<file path="src/rtl/pipelined_adder_if.sv">
// Operand/result handshake bundle for pipelined_adder.
// The master drives operands and out_ready; the slave returns results and in_ready.
interface pipelined_adder_if #(
  parameter int WIDTH = 32
) ();
  logic             in_valid;
  logic             in_ready;
  logic [WIDTH-1:0] a;
  logic [WIDTH-1:0] b;
  logic             cin;
  logic             sub;
  logic             out_valid;
  logic             out_ready;
  logic [WIDTH-1:0] sum;
  logic             cout;
  logic             ovf;

  modport master (
    output in_valid, a, b, cin, sub, out_ready,
    input  in_ready, out_valid, sum, cout, ovf
  );

  modport slave (
    input  in_valid, a, b, cin, sub, out_ready,
    output in_ready, out_valid, sum, cout, ovf
  );
endinterface

</file>
<file path="src/rtl/pipelined_adder.sv">
// Add/subtract unit whose WIDTH-bit carry chain is cut into STAGES registered
// CHUNK-bit segments; the whole pipe advances together or stalls together.
module pipelined_adder #(
  parameter int WIDTH  = 32,
  parameter int STAGES = 4
) (
  input  logic             clk,
  input  logic             rst_n,
  pipelined_adder_if.slave bus
);
  localparam int CHUNK = WIDTH / STAGES;

  logic             adv;
  logic [WIDTH-1:0] b_eff;
  logic             c0;

  assign adv          = !bus.out_valid || bus.out_ready;
  assign bus.in_ready = adv;
  assign b_eff        = bus.sub ? ~bus.b : bus.b;
  assign c0           = bus.sub | bus.cin;

  for (genvar k = 0; k < STAGES; k++) begin : stg
    logic             vld_q;
    logic [WIDTH-1:0] sum_q;
    logic [WIDTH-1:0] a_q;
    logic [WIDTH-1:0] b_q;
    logic             carry_q;

    logic             vld_d;
    logic [WIDTH-1:0] base_d;
    logic [WIDTH-1:0] a_d;
    logic [WIDTH-1:0] b_d;
    logic             c_d;
    logic [WIDTH-1:0] sum_d;
    logic [CHUNK:0]   chunk_sum;

    // Stage 0 is fed by the ports; every later stage by its predecessor's registers.
    if (k == 0) begin : src
      assign vld_d  = bus.in_valid;
      assign base_d = '0;
      assign a_d    = bus.a;
      assign b_d    = b_eff;
      assign c_d    = c0;
    end else begin : src
      assign vld_d  = stg[k-1].vld_q;
      assign base_d = stg[k-1].sum_q;
      assign a_d    = stg[k-1].a_q;
      assign b_d    = stg[k-1].b_q;
      assign c_d    = stg[k-1].carry_q;
    end

    assign chunk_sum = {1'b0, a_d[k*CHUNK +: CHUNK]}
                     + {1'b0, b_d[k*CHUNK +: CHUNK]}
                     + {{CHUNK{1'b0}}, c_d};

    always_comb begin
      sum_d = base_d;
      sum_d[k*CHUNK +: CHUNK] = chunk_sum[CHUNK-1:0];
    end

    always_ff @(posedge clk or negedge rst_n) begin
      if (!rst_n) begin
        vld_q   <= 1'b0;
        sum_q   <= '0;
        a_q     <= '0;
        b_q     <= '0;
        carry_q <= 1'b0;
      end else if (adv) begin
        vld_q   <= vld_d;
        sum_q   <= sum_d;
        a_q     <= a_d;
        b_q     <= b_d;
        carry_q <= chunk_sum[CHUNK];
      end
    end

    if (k == STAGES - 1) begin : last
      logic msb_carry;
      logic ovf_q;

      // Carry into the MSB is recovered from the MSB's own sum bit and operands.
      assign msb_carry = a_d[WIDTH-1] ^ b_d[WIDTH-1] ^ chunk_sum[CHUNK-1];

      always_ff @(posedge clk or negedge rst_n) begin
        if (!rst_n) begin
          ovf_q <= 1'b0;
        end else if (adv) begin
          ovf_q <= msb_carry ^ chunk_sum[CHUNK];
        end
      end

      assign bus.out_valid = vld_q;
      assign bus.sum       = sum_q;
      assign bus.cout      = carry_q;
      assign bus.ovf       = ovf_q;
    end
  end
endmodule

</file>
<file path="src/flat_wrapper.sv">
// flat-port wrapper written by rule: the top's interface ports become plain ports
module pipelined_adder_flat 
#(
  parameter int WIDTH  = 32,
  parameter int STAGES = 4
)
  (clk, rst_n, bus_in_valid, bus_a, bus_b, bus_cin, bus_sub, bus_out_ready, bus_in_ready, bus_out_valid, bus_sum, bus_cout, bus_ovf);
  pipelined_adder_if #(.WIDTH(WIDTH)) bus_i ();
  input  logic clk;
  input  logic rst_n;
  input wire logic [$bits(bus_i.in_valid)-1:0] bus_in_valid;
  input wire logic [$bits(bus_i.a)-1:0] bus_a;
  input wire logic [$bits(bus_i.b)-1:0] bus_b;
  input wire logic [$bits(bus_i.cin)-1:0] bus_cin;
  input wire logic [$bits(bus_i.sub)-1:0] bus_sub;
  input wire logic [$bits(bus_i.out_ready)-1:0] bus_out_ready;
  output wire logic [$bits(bus_i.in_ready)-1:0] bus_in_ready;
  output wire logic [$bits(bus_i.out_valid)-1:0] bus_out_valid;
  output wire logic [$bits(bus_i.sum)-1:0] bus_sum;
  output wire logic [$bits(bus_i.cout)-1:0] bus_cout;
  output wire logic [$bits(bus_i.ovf)-1:0] bus_ovf;
  assign bus_i.in_valid = bus_in_valid;
  assign bus_i.a = bus_a;
  assign bus_i.b = bus_b;
  assign bus_i.cin = bus_cin;
  assign bus_i.sub = bus_sub;
  assign bus_i.out_ready = bus_out_ready;
  assign bus_in_ready = bus_i.in_ready;
  assign bus_out_valid = bus_i.out_valid;
  assign bus_sum = bus_i.sum;
  assign bus_cout = bus_i.cout;
  assign bus_ovf = bus_i.ovf;
  pipelined_adder #(.WIDTH(WIDTH), .STAGES(STAGES)) u_core (.clk(clk), .rst_n(rst_n), .bus(bus_i));
endmodule
</file>
<file path="config.mk">
export PLATFORM = sky130hd
export DESIGN_NAME = pipelined_adder_flat
export DESIGN_NICKNAME = d
export VERILOG_FILES = /design/src/rtl/pipelined_adder_if.sv /design/src/rtl/pipelined_adder.sv /design/src/flat_wrapper.sv
export SDC_FILE = /design/constraint.sdc
export NUM_CORES = 1
export LEC_CHECK = 0
export CORE_MARGIN = 10
export CORE_UTILIZATION = 40
export DETAILED_ROUTE_END_ITERATION = 8
export PLACE_DENSITY = 0.61
export SYNTH_ARGS = -nofsm -noshare
export SYNTH_HDL_FRONTEND = slang
export SYNTH_SLANG_ARGS = --single-unit
</file>
<file path="constraint.sdc">
create_clock -name clk -period 2.48 [get_ports clk]
set_input_delay 0.248 -clock clk [delete_from_list [all_inputs] [get_ports clk]]
set_output_delay 0.248 -clock clk [all_outputs]
set_load 0.01 [all_outputs]
</file>
==> results of run 1 <==
## through the flow
step	setup slack [ns]	hold slack, ns	instance area (sq um)	total power [W]	util, %
floorplan	0.134	-0.0476	8440	0.00859	-
global placement	-0.00934	0.325	9760	0.0101	46.7
detailed placement	-0.0426	0.329	9760	0.0103	46.7
CTS	0.166	0.319	10300	0.0129	49.4
global route	0.0700	0.319	10300	0.0138	49.4
finish	0.158	0.333	10300	0.0127	49.4
## cells in the mapped netlist, types with 2 or more instances
| master | instances |
|---|---|
| nand2b_1 | 4 |
| nand4_1 | 3 |
| clkbuf_8 | 2 |
| dfrtp_1 | 185 |
| nor2b_1 | 2 |
| a211oi_1 | 3 |
| buf_2 | 29 |
| nand3_1 | 2 |
| a41o_1 | 2 |
| o31a_1 | 2 |
| clkbuf_2 | 2 |
| o211ai_1 | 5 |
| ha_1 | 28 |
| a21oi_1 | 33 |
| clkbuf_1 | 14 |
| xor2_1 | 16 |
| a21o_1 | 11 |
| nor2_1 | 22 |
| inv_1 | 12 |
| and3_1 | 2 |
| inv_2 | 2 |
| nand2_1 | 430 |
| or3_1 | 2 |
| xnor2_1 | 37 |
| nor3b_1 | 3 |
| o21ai_0 | 38 |
| fa_1 | 8 |
| buf_6 | 2 |
| a21oi_2 | 3 |
## sequential cells by signal, indices dropped and copies added, names as in the netlist
name / count
u_core.stg.b_q: 48
u_core.bus.cout: 1
u_core.stg.carry_q: 3
u_core.stg.a_q: 48
u_core.bus.ovf: 1
u_core.bus.out_valid: 1
u_core.stg.vld_q: 3
u_core.bus.sum: 32
u_core.stg.sum_q: 48
## cells in the final DEF, fill, tap and decap left out, drive strengths merged, types with 3 or more instances in the layout
cell type	instances
nand2	430
ha	28
o211ai	5
clkbuf	22
clkdlybuf4s50	103
o21ai	39
a211oi	3
xnor2	37
buf	15
fa	8
clkinv	5
nand4	3
nor2	22
a21o	12
nand2b	4
nor3b	3
clkinvlp	3
xor2	16
inv	15
a21oi	36
dfrtp	185
## routing by layer
metal  track usage (%)  routed length, microns  vias to the layer above  part of all wire, %
met2              22.1                    8370                       81                   48
met5                 0                       0                        -                    0
li1                  -                       -                     3117                    -
met3              3.12                     608                       23                  3.5
met1              17.0                    8080                     2856                   47
met4              4.95                     270                        0                  1.6
## cells by family after synthesis
logic type | after synthesis | share of synthesized area [%]
AO/OA/AOI/OAI | 108 | 7.75
flip-flops | 185 | 54.8
adder cells (fa/ha/maj) | 36 | 6.05
buffers and inverters | 63 | 3.68
XOR/XNOR | 53 | 5.50
multiplexers | 1 | 0.119
AND/OR/NAND/NOR | 477 | 22.1
## cell type report
| cell class | instances | area share, % |
|---|---|---|
| clock inverter | 10 | 0.946 |
| tap | 275 | 3.33 |
| clock buffer | 21 | 4.37 |
| sequential | 185 | 44.9 |
| multi-input combinational | 675 | 34.0 |
| timing repair buffer | 120 | 11.9 |
| inverter | 14 | 0.558 |
## power groups by stage
stage / Combinational (W) / Clock, W / Sequential, W
2_1_floorplan: 0.00345 / 0 / 0.00513
3_3_place_gp: 0.00498 / 0 / 0.00514
3_5_place_dp: 0.00508 / 0 / 0.00519
4_1_cts: 0.00510 / 0.00263 / 0.00514
5_1_grt: 0.00575 / 0.00278 / 0.00531
6_report: 0.00498 / 0.00256 / 0.00512
## worst reg2reg max path: stages (launching register included)
cell and delay, ns:
dfrtp_1 0.41, fa_1 0.47, fa_1 0.42, a21o_1 0.19, a21o_4 0.22, a21oi_2 0.18
a21oi_1 0.09, o31a_1 0.23
## what timing repair did
| item | CTS | global route |
|---|---|---|
| setup buffers | 0 | 0 |
| hold endpoints to repair | 70 | 0 |
| hold buffers | 1 | 0 |
## worst paths after layout
kind	end	slack, ns	depth (start not counted)
setup / recovery	u_core.stg[1].carry_q$_DFFE_PN0P_	0.16	7
hold / removal	u_core.stg[0].a_q[18]$_DFFE_PN0P_	0.33	3
setup reg to reg	u_core.stg[1].carry_q$_DFFE_PN0P_	0.16	7
hold reg to reg	u_core.bus.sum[0]$_DFFE_PN0P_	0.46	2
max in group asynchronous	u_core.stg[0].b_q[15]$_DFFE_PN0P_	1.30	3
min in group asynchronous	u_core.stg[0].vld_q$_DFFE_PN0P_	0.41	2
==> qor.txt, run 1 <==
Chip width - 165 microns
Critical-path top delay cell - fa_1
Area grow syn2layout - 22.2%
VDD IR max - 447 uV
Initial drt markers - 280
Sw frac - 36.1%
Final hold viol count - 0
Min Tclk post-route - 2.32 ns
Non-Filler Instances - 1300
Worst Path Buf+Inv - 0
Clock skew - 0.0103 ns
Sequential area share after synthesis - 54.8%
CTS Root Cell - clkbuf_16
Setup TNS - 0 ns
Share of synthesized registers carrying an async set or reset - 100%
Max Slew Vio Count - 0
Initial core utilization - 40.4%
Cell Area, Synth - 8440 sq um
HPWL after DPL - 11800 microns
Worst skew pair latency - 0.44 ns
DIE HEIGHT - 165 microns
ANT cells - 0
Dpl cells - 1268
Lkg Pwr - 5.01 nW
Share of cells above drive strength 1 - 5.17%
Number of flops mapped to enable cells by yosys - 0
Crit-path max FO - 3
Library cells used by synthesis - 48
Htree depth - 4
I/O Buffers - 105
Fin crit share - 93.6%
Primary FF master, synth - dfrtp_1
Top delay family on crit path - compound AO/OA/AOI/OAI gates
Largest net degree at the start of global routing - 108
Post-CTS resize count - 0
Area leader, netlist - dfrtp_1
Pint - 0.00809 W
Max_cap viols - 0
Grt ovf - 0
Gr usage total - 13.5%
Core Rows - 53
Fmax - 0.431 GHz
WP data arrival - 2.64 ns
Fin nets - 1119
RSZ-0062 raised after global routing - no
Residual DRC - 0
Reg-to-Reg Start - u_core.stg[0].carry_q$_DFFE_PN0P_
Comb pwr share - 39.3%
Clock share of power - 20.2%
CP Cell Sequence - fa_1 > fa_1 > a21o_1 > a21o_4 > a21oi_2 > a21oi_1 > o31a_1
Die Footprint - 27300 sq um
Clk sinks - 185
Switch Pwr - 0.00457 W
Via/cell ratio - 4.67
Synth Register Bits - 185
Endpoints failing setup - 0
Synth top area share - 54.8%
Setup crit end kind - flop
DRT antenna net count - 0
Initial DRT Pass Iterations - 4
Worst Setup Path Type - reg2reg
CTS Buffer Depth - 2
Final WL - 17300 microns
Tightest Hold Check Type - in2reg
I/O Pins - 106
RD Place Congestion - 0.770
Power Density - 1230 nW/um^2
Worst-path clk slew - 0.07 ns
Core area - 20900 sq um
Max_slew headroom - 58.3%
CTS tree - yes
Startpoint Class - flop
Via count - 6077
Synth area leaders - dfrtp_1, nand2_1, ha_1
First-pass GRT wire length - 29900 microns
Syn avg cell area - 9.15 sq um
CTS Buf Count - 17
Syn Nets - 1029
Area of the multi-input gates - 3510 sq um
Crit path from - u_core.stg[0].carry_q$_DFFE_PN0P_
Min-delay src - bus_a[18]
Synth Warn # - 0
Cell seen most often among critical-path stages - fa_1
Vias in the first global route - 6111
Mapped Cells - 923
Status - completed
WP data required - 2.80 ns
Flop pwr share - 40.5%
Storage cell area - 4630 sq um
Antenna violations before repair - 0
Fillers - 2036
Delay of the slowest critical-path stage - 0.47 ns
Per-cell routed wire length - 13.3 microns
Tightest Pin Transition - 0.625 ns
No activity file was read; power rests on OpenSTA's default activity.
==> inputs of run 2 (changes only) <==
- GPL_ROUTABILITY_DRIVEN: unset -> 0
==> results of run 2 <==
Same layout as run 1: the final DEF is identical, and so are final timing and power.
==> inputs of run 3 (changes only) <==
- SLEW_MARGIN: unset -> 20
- clock period: 2.48 -> 2.5 ns (I/O delays scaled with it)
==> run 3 against run 2 <==
Maximum frequency about the same. Register-to-register slack improved by 0.02 ns. Via count shrank 1.6%. Sequential power is 1% lower. Wire length decreased by 0.48%. Hold slack better by 0.017 ns. Sequential cell count did not move. Final cell count barely moved. Critical endpoint is now u_core.stg[2].carry_q$_DFFE_PN0P_. Highest routed layer unchanged.
==> qor.txt, run 3 (synthesis gave the netlist of run 1 again) <==
Most common cell after layout, fill and taps aside - nand2_1
Initial drt markers - 327
Endpoints failing setup - 0
Largest regs - u_core.stg.a_q (48), u_core.stg.b_q (48), u_core.stg.sum_q (48)
Max Slew Vio Count - 0
Status - completed
Lkg Pwr - 5.01 nW
Gr usage total - 13.2%
Worst skew pair latency - 0.42 ns
Htree depth - 4
Storage cell area - 4630 sq um
Tightest Hold Check Type - in2reg
Setup TNS - 0 ns
Share of cells above drive strength 1 - 5.27%
Clock skew - 0.0123 ns
CTS Buffer Depth - 2
Fmax - 0.431 GHz
Fin nets - 1117
Area grow syn2layout - 21.8%
ANT cells - 0
Worst-path clk slew - 0.07 ns
DIE HEIGHT - 165 microns
Fin crit share - 92.8%
I/O Pins - 106
VDD IR max - 593 uV
Worst Setup Path Type - reg2reg
Commonest non-fill, non-tap cells in the layout - nand2_1, dfrtp_1, clkdlybuf4s50_1
First-pass GRT wire length - 29400 microns
Largest net degree at the start of global routing - 108
Chip width - 165 microns
Area of the multi-input gates - 3510 sq um
DRT antenna net count - 0
Max_slew headroom - 62.4%
Final WL - 17200 microns
DP Area - 9740 sq um
CTS tree - yes
Critical-path top delay cell - fa_1
CTS Root Cell - clkbuf_16
Min Tclk post-route - 2.32 ns
Pre-CTS setup slack - -0.0323 ns
Initial core utilization - 40.4%
Crit-path max FO - 2
Initial DRT Pass Iterations - 4
Fillers - 2052
Via/cell ratio - 4.60
Design Area, Final - 10300 sq um
Delay of the slowest critical-path stage - 0.48 ns
Vias in the first global route - 6012
Antenna violations before repair - 0
Max_cap viols - 0
Per-cell routed wire length - 13.3 microns
PnR worst setup slack - 0.180 ns
RSZ-0062 raised after global routing - no
Setup crit end kind - flop
I/O Buffers - 105
Grt ovf - 0
Tightest Pin Transition - 0.564 ns
Hold_ws - 0.350 ns
HPWL after DPL - 11800 microns
Clk sinks - 185
CP Cell Sequence - fa_1 > fa_1 > a21o_1 > a21o_1 > a21oi_2 > a21oi_1 > o31a_1
Startpoint Class - flop
Power Density - 1210 nW/um^2
Residual DRC - 0
Final hold viol count - 0
WP data required - 2.81 ns
CTS Buf Count - 17
Core Rows - 53
Core area - 20900 sq um
WP data arrival - 2.63 ns
Via count - 5979
Post-CTS resize count - 0
Die Footprint - 27300 sq um
run 3: path summary, 6_finish.rpt:
kind	startpoint	end	slack [ns]	cells after the start
min in group asynchronous	rst_n	u_core.stg[0].vld_q$_DFFE_PN0P_	0.38	2
setup / recovery	u_core.stg[1].carry_q$_DFFE_PN0P_	u_core.stg[2].carry_q$_DFFE_PN0P_	0.18	7
hold reg to reg	u_core.stg[0].b_q[28]$_DFFE_PN0P_	u_core.stg[1].b_q[28]$_DFFE_PN0P_	0.46	2
max in group asynchronous	rst_n	u_core.stg[0].b_q[28]$_DFFE_PN0P_	1.33	3
setup reg to reg	u_core.stg[1].carry_q$_DFFE_PN0P_	u_core.stg[2].carry_q$_DFFE_PN0P_	0.18	7
hold / removal	bus_a[29]	u_core.stg[0].a_q[29]$_DFFE_PN0P_	0.35	3
run 3: power breakdown:
group,total (W),switching (W),internal (W)
registers,0.00506,0.000721,0.00434
clock network,0.00246,0.00118,0.00128
logic,0.00496,0.00266,0.00230
run 3: critical path, delay by kind of cell (launching register included):
kind / cells / cell delay (ns)
AOI/OAI and AO/OA: 5 / 0.90
adders and majority gates: 2 / 0.90
DFF: 1 / 0.41
run 3: layer usage:
layer  routed length, microns  part of all wire (%)  vias to the layer above  track usage, %
li1                         -                     -                     3104               -
met5                        0                     0                        -               0
met4                      166                  0.96                        0            3.99
met2                     8380                    49                       77            21.9
met1                     8090                    47                     2789            16.9
met3                      614                   3.6                        9            3.12
run 3: metrics by stage:
step,instances,power (W),utilization [%]
2_1_floorplan,923,0.00852,-
3_3_place_gp,1266,0.0100,46.6
3_5_place_dp,1266,0.0102,46.6
4_1_cts,1299,0.0127,49.2
5_1_grt,1299,0.0136,49.2
6_report,1299,0.0125,49.2
run 3: what timing repair did:
action	CTS	global route
hold endpoints to repair	64	0
hold buffers	1	0
buffers inserted	0	0
run 3: area by class of cell:
| cell class | instances | area share [%] |
|---|---|---|
| sequential | 185 | 45.0 |
| multi-input combinational | 675 | 34.1 |
| timing repair buffer | 118 | 11.8 |
| clock buffer | 18 | 4.17 |
| tap | 275 | 3.35 |
| clock inverter | 14 | 0.973 |
| inverter | 14 | 0.560 |
==> RTL edit (settings of run 2) <==
`STAGES` is set to 4 in 2 places; all go to 3.
--- a/src/rtl/pipelined_adder.sv
+++ b/src/rtl/pipelined_adder.sv
@@ -2,7 +2,7 @@
 // CHUNK-bit segments; the whole pipe advances together or stalls together.
 module pipelined_adder #(
   parameter int WIDTH  = 32,
-  parameter int STAGES = 4
+  parameter int STAGES = 3
 ) (
   input  logic             clk,
   input  logic             rst_n,
--- a/src/flat_wrapper.sv
+++ b/src/flat_wrapper.sv
@@ -2,7 +2,7 @@
 module pipelined_adder_flat 
 #(
   parameter int WIDTH  = 32,
-  parameter int STAGES = 4
+  parameter int STAGES = 3
 )
   (clk, rst_n, bus_in_valid, bus_a, bus_b, bus_cin, bus_sub, bus_out_ready, bus_in_ready, bus_out_valid, bus_sum, bus_cout, bus_ovf);
   pipelined_adder_if #(.WIDTH(WIDTH)) bus_i ();
Function: changed (Yosys sat finds a counterexample within 4 cycles, from zero or initial values and one cycle with rst_n low).
==> RTL edit against run 2 <==
Routed wire length fell by 17%. Worst setup slack got worse by 0.065 ns. Worst hold slack improved by 0.024 ns. Synthesized area fell by 25%. Critical path depth rose by 3. Combinational power fell by 23%. Final area fell by 18%. Total power fell by 20%. Sequential cell count fell by 54. Largest cell class unchanged. Highest routed layer unchanged.
==> RTL edit: results (changes against run 2) <==
Setup path:
- In this run the critical register-to-register path is launched from u_core.stg[1].a_q[20].
- The cell with the biggest individual delay on the critical path is fa_2.
- The critical path data arrival time came to 2.68 ns (+0.04 ns).
- On the critical path the largest part of the delay comes from adder cells.
- The largest fanout on the critical path came to 4 (+1).

Logic synthesis:
- After synthesis, the most frequently instantiated cells are nand2_1, dfrtp_1, o21ai_0.
- The share of synthesized area spent on multiplexers is 0.4124% (+0.29 points).
- The fraction of synthesized cell area in xor and xnor cells was 7.561% (+2.1 points).
- After synthesis, the cell types taking the most area are dfrtp_1, nand2_1, ha_1.
- The mean area per synthesized cell is 9.102 um^2 (-0.50%).
- The fraction of the mapped netlist area in compound gates is 9.957% (+2.2 points).

Power:
- The reported leakage power came to 0.003983 uW (-20%).

Global routing:
- The number of global-route vias before repair was 4908 (-20%).
- The routing usage on met3 is 3.863% (+0.74 points).
- The largest net degree at the start of global routing is 143 (+32%).
- The total routing usage reported by global routing is 13.58% (+0.11 points).

Placed design:
- The placement-stage cell area came to 0.007647 mm^2 (-22%).
- The number of placed instances with taps included is 995 (-22%).
- The pre-CTS setup slack is -0.4324 ns (-0.3899 ns).

Cells and area:
- The final net count came to 908 (-19%).
- The fraction of final layout cells sized beyond drive strength 1 was 9.425% (+4.3 points).

Clocking:
- The number of cells upsized or downsized after cts is 5 (+5).
- The post-CTS setup buffer count is 1 (+1).
- The clock latency reported for the late side of the worst-skew pair was 0.42 ns (-0.02 ns).

Drt:
- The total via count in the routed design was 4799 (-21%).
- The average wire per standard cell is 13.86 um (+4.0%).
- The routed length on met1 was 6.293 mm (-22%).

Timing:
- The relative max-transition margin was 53.08% (-5.2 points).

Run status:
- The flow ran to the end, and the final reports show no timing, DRC or antenna violations.
## RTL edit: cell types whose count changed after synthesis, sizes merged, moves of 5 or more
| cell | run 2 | this run |
|---|---|---|
| xor2 | 16 | 22 |
| nor2 | 22 | 28 |
| xnor2 | 37 | 30 |
| dfrtp | 185 | 131 |
| a21o | 12 | 7 |
| clkbuf | 18 | 27 |
| o21ai | 39 | 46 |
| nor3 | 1 | 6 |
| nand2 | 430 | 272 |
| buf | 31 | 8 |
| a21oi | 36 | 25 |
## RTL edit: worst min-delay path by stage
stage                         start                    end  slack [ns]  cells past startpoint
after CTS                 bus_a[22]  u_core.stg[0].a_q[22]        0.35                      3
after global routing      bus_a[29]  u_core.stg[0].a_q[29]        0.37                      3
after global placement        rst_n  u_core.stg[0].a_q[12]        0.32                      1
after detailed placement      rst_n  u_core.stg[0].a_q[12]        0.33                      1
final                     bus_a[22]  u_core.stg[0].a_q[22]        0.36                      3
after floorplan               rst_n        u_core.bus.cout       -0.05                      0
## RTL edit: layout make-up
type | instances | area (um^2)
Multi-Input combinational cell | 519 | 2995
Tap cell | 216 | 270.3
Clock buffer | 22 | 484.2
Timing Repair Buffer | 120 | 1182
Fill cell | 1448 | 7322
Inverter | 16 | 62.56
Clock inverter | 9 | 175.2
Sequential cell | 131 | 3278
## RTL edit: worst register-to-register path: cells and delay by family (launching register included)
kind | cells | cell delay [ns]
XOR/XNOR | 1 | 0.14
multiplexers | 1 | 0.25
AND/OR/NAND/NOR | 2 | 0.36
flip-flops | 1 | 0.40
AO/OA/AOI/OAI | 3 | 0.41
buffers and inverters | 1 | 0.09
adder cells (fa/ha/maj) | 2 | 0.62
## RTL edit: where the power goes
group	total [uW]	leakage (uW)	internal, uW	switching, uW
clock	2780	0.000318	1880	899
sequential	3470	0.00157	2990	476
combinational	3850	0.00210	1860	1990
